$ cat config.mk
export PLATFORM = sky130hd
export DESIGN_NAME = port_req_retry_flat
export DESIGN_NICKNAME = d
export VERILOG_FILES = /design/src/rtl/port_req_retry_if.sv /design/src/rtl/port_req_retry.sv /design/src/flat_wrapper.sv
export SDC_FILE = /design/constraint.sdc
export NUM_CORES = 1
export LEC_CHECK = 0
export ABC_AREA = 1
export CAP_MARGIN = 0
export CORE_MARGIN = 2
export CORE_UTILIZATION = 47
export CTS_CLUSTER_DIAMETER = 60
export DETAILED_ROUTE_END_ITERATION = 8
export PLACE_DENSITY = 0.89
export RECOVER_POWER = 50
export SYNTH_ARGS = -nofsm -noshare
export SYNTH_HDL_FRONTEND = slang
export SYNTH_SLANG_ARGS = --single-unit
$ cat constraint.sdc
create_clock -name i_clk -period 2.4 [get_ports i_clk]
set_clock_uncertainty 0.1 [all_clocks]
set_input_delay 0.48 -clock i_clk [delete_from_list [all_inputs] [get_ports i_clk]]
set_output_delay 0.48 -clock i_clk [all_outputs]
set_load 0.01 [all_outputs]
$ cat src/rtl/port_req_retry_if.sv
// rtl/port_req_retry_if.sv - queue/arbiter/read-engine signal bundle for port_req_retry
interface port_req_retry_if #(
  parameter int PORTNUM = 16
);
  localparam int PW = (PORTNUM > 1) ? $clog2(PORTNUM) : 1;

  logic               i_que_vld;
  logic               i_empty;
  logic [PORTNUM-1:0] i_port_ready;
  logic [PORTNUM-1:0] i_resp;
  logic [PORTNUM-1:0] i_nresp;
  logic [PW-1:0]      i_port;
  logic               i_port_vld;
  logic               i_r_finish;
  logic               o_update;
  logic               o_port_vld;
  logic [PW-1:0]      o_port;
  logic               o_clr_vld;
  logic [PW-1:0]      o_clr_port;
  logic [PORTNUM-1:0] o_req;
  logic               o_busy;
  logic               o_timeout;

  // Controller view
  modport master (
    input  i_que_vld, i_empty, i_port_ready, i_resp, i_nresp,
           i_port, i_port_vld, i_r_finish,
    output o_update, o_port_vld, o_port, o_clr_vld, o_clr_port,
           o_req, o_busy, o_timeout
  );

  // Queue manager / arbiter / read engine view
  modport slave (
    output i_que_vld, i_empty, i_port_ready, i_resp, i_nresp,
           i_port, i_port_vld, i_r_finish,
    input  o_update, o_port_vld, o_port, o_clr_vld, o_clr_port,
           o_req, o_busy, o_timeout
  );
endinterface

$ cat src/rtl/port_req_retry.sv
// rtl/port_req_retry.sv - per-input-port request controller with bounded retry and transfer timeout
module port_req_retry #(
  parameter int PORTNUM      = 16,
  parameter int RETRY_MAX    = 4,
  parameter int WAIT_CYC     = 8,
  parameter int XFER_TIMEOUT = 1024
) (
  input  logic             i_clk,
  input  logic             i_rst_n,
  port_req_retry_if.master bus
);
  localparam int PW = (PORTNUM > 1) ? $clog2(PORTNUM) : 1;
  localparam int RW = $clog2(RETRY_MAX + 1);
  localparam int WW = $clog2(WAIT_CYC + 1);
  localparam int XW = $clog2(XFER_TIMEOUT);

  localparam logic [PW:0]         PORT_LIMIT = (PW + 1)'(PORTNUM);
  localparam logic [RW-1:0]       RETRY_LAST = RW'(RETRY_MAX);
  localparam logic [WW-1:0]       WAIT_LAST  = WW'(WAIT_CYC - 1);
  localparam logic [XW-1:0]       XFER_LAST  = XW'(XFER_TIMEOUT - 1);
  localparam logic [PORTNUM-1:0]  ONE_HOT0   = PORTNUM'(1);

  typedef enum logic [2:0] {
    IDLE, UPDATE, GETPORT, REQ, WAIT, CLR, XFER
  } state_t;

  state_t        state, next_state;
  logic [PW-1:0] port;
  logic [RW-1:0] retry_cnt;
  logic [WW-1:0] wait_cnt;
  logic [XW-1:0] xfer_cnt;

  logic port_ok;
  logic load_port;
  logic wait_last;
  logic xfer_last;

  // Out-of-range indices (non power-of-two PORTNUM) are never requested
  assign port_ok   = ({1'b0, port} < PORT_LIMIT) && bus.i_port_ready[port];
  assign load_port = bus.i_port_vld && (state == UPDATE || state == CLR);
  assign wait_last = (wait_cnt == WAIT_LAST);
  assign xfer_last = (xfer_cnt == XFER_LAST);

  // Next-state selection; outputs below are decoded from it so they line up with the new state
  always_comb begin
    next_state = state;
    case (state)
      IDLE:    if (bus.i_que_vld) next_state = UPDATE;
      UPDATE:  if (bus.i_port_vld) next_state = GETPORT;
      GETPORT: next_state = port_ok ? REQ : CLR;
      REQ:     next_state = WAIT;
      WAIT: begin
        if (bus.i_resp[port])       next_state = XFER;
        else if (bus.i_nresp[port]) next_state = CLR;
        else if (wait_last)         next_state = (retry_cnt == RETRY_LAST) ? CLR : REQ;
      end
      CLR: begin
        if (bus.i_port_vld)   next_state = GETPORT;
        else if (bus.i_empty) next_state = IDLE;
      end
      XFER:    if (bus.i_r_finish || xfer_last) next_state = IDLE;
      default: next_state = IDLE;
    endcase
  end

  // State, latched port, counters and registered outputs
  always_ff @(posedge i_clk) begin
    if (!i_rst_n) begin
      state          <= IDLE;
      port           <= '0;
      retry_cnt      <= '0;
      wait_cnt       <= '0;
      xfer_cnt       <= '0;
      bus.o_update   <= 1'b0;
      bus.o_port_vld <= 1'b0;
      bus.o_port     <= '0;
      bus.o_clr_vld  <= 1'b0;
      bus.o_clr_port <= '0;
      bus.o_req      <= '0;
      bus.o_busy     <= 1'b0;
      bus.o_timeout  <= 1'b0;
    end else begin
      state <= next_state;

      if (load_port) port <= bus.i_port;

      if (state == GETPORT)  retry_cnt <= '0;
      else if (state == REQ) retry_cnt <= retry_cnt + RW'(1);

      if (state == REQ)                              wait_cnt <= '0;
      else if (state == WAIT && next_state == WAIT)  wait_cnt <= wait_cnt + WW'(1);

      if (state != XFER)           xfer_cnt <= '0;
      else if (next_state == XFER) xfer_cnt <= xfer_cnt + XW'(1);

      // Pulses fire only on entry, so a stay never repeats them
      bus.o_update   <= (next_state == UPDATE) && (state != UPDATE);
      bus.o_port_vld <= (next_state == XFER) && (state != XFER);
      bus.o_port     <= (next_state == XFER && state != XFER) ? port : '0;
      bus.o_clr_vld  <= (next_state == CLR) && (state != CLR);
      bus.o_clr_port <= (next_state == CLR && state != CLR) ? port : '0;
      bus.o_req      <= (next_state == REQ) ? (ONE_HOT0 << port) : '0;
      bus.o_busy     <= (next_state != IDLE);
      bus.o_timeout  <= (state == XFER) && !bus.i_r_finish && xfer_last;
    end
  end
endmodule

$ cat src/flat_wrapper.sv
// flat-port wrapper written by rule: the top's interface ports become plain ports
module port_req_retry_flat 
#(
  parameter int PORTNUM      = 16,
  parameter int RETRY_MAX    = 4,
  parameter int WAIT_CYC     = 8,
  parameter int XFER_TIMEOUT = 1024
)
  (i_clk, i_rst_n, bus_i_que_vld, bus_i_empty, bus_i_port_ready, bus_i_resp, bus_i_nresp, bus_i_port, bus_i_port_vld, bus_i_r_finish, bus_o_update, bus_o_port_vld, bus_o_port, bus_o_clr_vld, bus_o_clr_port, bus_o_req, bus_o_busy, bus_o_timeout);
  port_req_retry_if #(.PORTNUM(PORTNUM)) bus_i ();
  input  logic i_clk;
  input  logic i_rst_n;
  input wire logic [$bits(bus_i.i_que_vld)-1:0] bus_i_que_vld;
  input wire logic [$bits(bus_i.i_empty)-1:0] bus_i_empty;
  input wire logic [$bits(bus_i.i_port_ready)-1:0] bus_i_port_ready;
  input wire logic [$bits(bus_i.i_resp)-1:0] bus_i_resp;
  input wire logic [$bits(bus_i.i_nresp)-1:0] bus_i_nresp;
  input wire logic [$bits(bus_i.i_port)-1:0] bus_i_port;
  input wire logic [$bits(bus_i.i_port_vld)-1:0] bus_i_port_vld;
  input wire logic [$bits(bus_i.i_r_finish)-1:0] bus_i_r_finish;
  output wire logic [$bits(bus_i.o_update)-1:0] bus_o_update;
  output wire logic [$bits(bus_i.o_port_vld)-1:0] bus_o_port_vld;
  output wire logic [$bits(bus_i.o_port)-1:0] bus_o_port;
  output wire logic [$bits(bus_i.o_clr_vld)-1:0] bus_o_clr_vld;
  output wire logic [$bits(bus_i.o_clr_port)-1:0] bus_o_clr_port;
  output wire logic [$bits(bus_i.o_req)-1:0] bus_o_req;
  output wire logic [$bits(bus_i.o_busy)-1:0] bus_o_busy;
  output wire logic [$bits(bus_i.o_timeout)-1:0] bus_o_timeout;
  assign bus_i.i_que_vld = bus_i_que_vld;
  assign bus_i.i_empty = bus_i_empty;
  assign bus_i.i_port_ready = bus_i_port_ready;
  assign bus_i.i_resp = bus_i_resp;
  assign bus_i.i_nresp = bus_i_nresp;
  assign bus_i.i_port = bus_i_port;
  assign bus_i.i_port_vld = bus_i_port_vld;
  assign bus_i.i_r_finish = bus_i_r_finish;
  assign bus_o_update = bus_i.o_update;
  assign bus_o_port_vld = bus_i.o_port_vld;
  assign bus_o_port = bus_i.o_port;
  assign bus_o_clr_vld = bus_i.o_clr_vld;
  assign bus_o_clr_port = bus_i.o_clr_port;
  assign bus_o_req = bus_i.o_req;
  assign bus_o_busy = bus_i.o_busy;
  assign bus_o_timeout = bus_i.o_timeout;
  port_req_retry #(.PORTNUM(PORTNUM), .RETRY_MAX(RETRY_MAX), .WAIT_CYC(WAIT_CYC), .XFER_TIMEOUT(XFER_TIMEOUT)) u_core (.i_clk(i_clk), .i_rst_n(i_rst_n), .bus(bus_i));
endmodule
==> summary.md <==
| Metric | Value |
|---|---|
| Run status | complete, no violations |
| Weighted congestion at the end of routability-driven global placement | ~0.86 |
| Violation count after the first detailed-routing iteration | ~170 |
| Total Routing Usage GR | 0.245 |
| Net count of the mapped netlist | around 470 |
| Data required time at the worst endpoint | about 2.6 ns |
| Number of distinct library cells after synthesis | 33 |
| Number of global-route vias before repair | 2781 |
| Via density per instance | about 5 |
| CTS Root Cell | sky130_fd_sc_hd__clkbuf_8 |
| Leakage power | approximately 1.7 nW |
| Die ar. | between 0.006 and 0.007 mm2 |
| Post-synthesis sequential area ratio | 0.385 |
| Endpoint class of the critical path | register |
| Critical Setup Path Class | register to register |
| Cts-stage hold buffer count | 0 |
| Global route overflow | 0 |
| Max Clock Freq | approximately 450 MHz |
| Worst-path maximum fanout | 7 |
| Drt wl/cell | 13.0 um |
| Placement-stage cell area | 0.00377 mm2 |
| Growth of design area from synthesis to finish | 40.8% |
| Ports placed on the boundary | 87 |
| Unrepaired setup endpoints after global routing | false |
| Largest net degree at the start of global routing | 27 |
| Diodes inserted | 0 |
| Area fraction of the dominant cell type after synthesis | 0.385 |
| Leading cell type in the layout, fill and taps excluded | sky130_fd_sc_hd__nand2_1 |
| Top post-synthesis cells by area | sky130_fd_sc_hd__dfxtp_1 (38%), sky130_fd_sc_hd__nand2_1 (19%), sky130_fd_sc_hd__nor2_1 (6.5%) |
| Horizontal extent of the die | between 80 and 90 um |
| Number of detailed-route iterations in the first pass | 4 |
| Transition time at the pin with the least slew margin | between 0.5 and 0.6 ns |
| Layout cell share with drive strength beyond 1 | 0.106 |
| Warnings, synthesis | 0 |
| Clock tree from TritonCTS | yes |
| Final Hold Fails | 0 |
| Chip height | approximately 81 um |
| Slew Viols, Final | 0 |
| Gate count after technology mapping | 406 |
| Top cell type by total area after synthesis | sky130_fd_sc_hd__dfxtp_1 |
| Total CTS buffers | 5 |
| Standard-cell rows | 27 |
| Final setup violation count | 0 |
| Final std cell area, no fill | 0.00388 mm2 |
| Post-detailed-placement half-perimeter wirelength | just under 6000 um |
| Number of maximum-capacitance constraint violations | 0 |
| Worst supply voltage drop on vdd | about 0.33 mV |
| Largest buffer count on any clock path | 2 |
| Post-route core utilization | 0.696 |
| Register area | around 0.0011 mm2 |
| Clk_lat worst skew | 0.31 ns |
| Routed vias | approximately 2.9k |
| Portion of the clock cycle consumed by the worst path in the final layout | 0.918 |
| Total power divided by cell area | approximately 500 mW/mm2 |
| Register bit total from synthesis | 53 |
| Fillers | ~460 |
| Worst R2R Setup Slack | between 0.15 and 0.2 ns |
| Leading cell types in the layout, fill and taps excluded | sky130_fd_sc_hd__nand2_1 (136), sky130_fd_sc_hd__clkdlybuf4s50_1 (55), sky130_fd_sc_hd__dfxtp_1 (51) |
| Time the final worst path needs with I/O delays and setup | 2.20 ns |
| Class of the tightest hold or removal check | register to register |
| Remaining antenna violation count after routing | 0 |
| Antenna violations before repair | 0 |
| Total Wirelength | ~7600 um |
| Standard cell core area | 0.00557 mm2 |
| Crit start category | register |
| Cell area after synthesis | between 0.002 and 0.003 mm2 |
| Worst path arrival time | 2.36 ns |
| Footprint of the multi-input gates | around 0.0015 mm2 |
| IO Port Bufs | 86 |
| Synth Area per Inst | 6.79 um2 |
| Clock Sinks | 53 |
| CTS H-Tree Depth | 2 |
| Total DRC errors in the routed layout | 0 |
| Reg clk slew, reported paths | 0.10 ns |
| Worst slew margin relative to its limit | 0.599 |
| Final layout net count | approximately 570 |
| Initial standard-cell utilization of the core | 0.495 |
| First-pass GRT wire length | around 12000 um |
## flip-flops by register name, indices dropped and copies added (netlist names)
signal / cells
u_core.bus.o_busy: 1
u_core.bus.o_clr_port: 4
u_core.bus.o_clr_vld: 1
u_core.bus.o_port: 4
u_core.bus.o_port_vld: 1
u_core.bus.o_req: 16
u_core.bus.o_timeout: 1
u_core.bus.o_update: 1
u_core.port: 4
u_core.retry_cnt: 3
u_core.state: 3
u_core.wait_cnt: 4
u_core.xfer_cnt: 10
## kinds of logic (layout without fill, tap and decap cells)
kind of cell / count (synthesis) / in the layout / synth area share
buffers and inverters: 53 / 157 / 0.0940
adders and majority gates: 4 / 4 / 0.0182
AOI/OAI and AO/OA: 29 / 29 / 0.0586
xor gates and xnor gates: 9 / 9 / 0.0286
DFF: 53 / 53 / 0.385
and+or+nand+nor: 258 / 258 / 0.416
## power by group
group	switching [mW]	internal (mW)	leakage, nW
sequential	0.0147	0.896	0.429
clock	0.323	0.213	0.0423
combinational	0.245	0.209	1.26
## worst max-delay path, cell delays in order (launching register included)
cell and delay, ns:
sky130_fd_sc_hd__dfxtp_4 0.38, sky130_fd_sc_hd__ha_2 0.18, sky130_fd_sc_hd__nand2_1 0.07, sky130_fd_sc_hd__inv_1 0.07, sky130_fd_sc_hd__nand2_2 0.08, sky130_fd_sc_hd__nor2_1 0.13, sky130_fd_sc_hd__nand4_1 0.12, sky130_fd_sc_hd__nand2_1 0.13
sky130_fd_sc_hd__nand2_1 0.10, sky130_fd_sc_hd__a21oi_4 0.17, sky130_fd_sc_hd__nand2_4 0.09, sky130_fd_sc_hd__nor2_4 0.19, sky130_fd_sc_hd__nand3_2 0.11, sky130_fd_sc_hd__nand2_1 0.08, sky130_fd_sc_hd__inv_1 0.04, sky130_fd_sc_hd__nor2_1 0.08
## cell usage after synthesis (all sizes together)
library cell / n
nand2: 145
dfxtp: 53
nor2: 51
inv: 39
nand3: 30
a21oi: 16
nand4: 16
buf: 12
o21ai: 11
nor3: 9
xor2: 7
ha: 4
nor4: 3
a211oi: 2
nand3b: 2
xnor2: 2
clkbuf: 1
clkinv: 1
nor3b: 1
or2: 1
## path summary, 6_finish.rpt
path | start | to | depth (start not counted)
worst max-delay path | u_core.xfer_cnt[0] | u_core.wait_cnt[0] | 15
worst min-delay path | u_core.xfer_cnt[6] | u_core.xfer_cnt[6] | 2
worst max register to register | u_core.xfer_cnt[0] | u_core.wait_cnt[0] | 15
worst min register to register | u_core.xfer_cnt[6] | u_core.xfer_cnt[6] | 2
## routing by layer
layer / vias to the layer above / part of all wire / wire length [um] / global-route usage
li1: 1494 / - / - / -
met1: 1294 / 0.42 / 3170 / 0.289
met2: 111 / 0.48 / 3650 / 0.438
met3: 17 / 0.070 / 530 / 0.0393
met4: 0 / 0.028 / 208 / 0.103
met5: - / 0 / 0 / 0
## final cells by class
class / count / share of cell area
flip-flops and latches: 53 / 0.275
well taps: 72 / 0.0232
multi-input cells: 300 / 0.374
clock inverters: 3 / 0.00677
repair buffers: 109 / 0.263
inverters: 40 / 0.0400
clock buffers: 5 / 0.0177
## what timing repair did
| action | in CTS | in global routing |
|---|---|---|
| setup buffers | 0 | 1 |
| gates resized for setup | 0 | 7 |
| setup endpoints to repair | 0 | 31 |
## metrics by stage
step	hold WS, ns	setup slack (ns)	total power, mW	std cells	TNS, ns
4_1_cts	0.396	0.104	1.91	581	0
5_1_grt	0.412	0.00636	2.00	582	0
6_report	0.398	0.198	1.90	582	0
3_3_place_gp	0.364	0.0517	1.37	573	0
2_1_floorplan	0.353	0.493	1.19	406	0
3_5_place_dp	0.381	-0.0152	1.38	573	-0.0152
(Power assumes the default switching activity.)
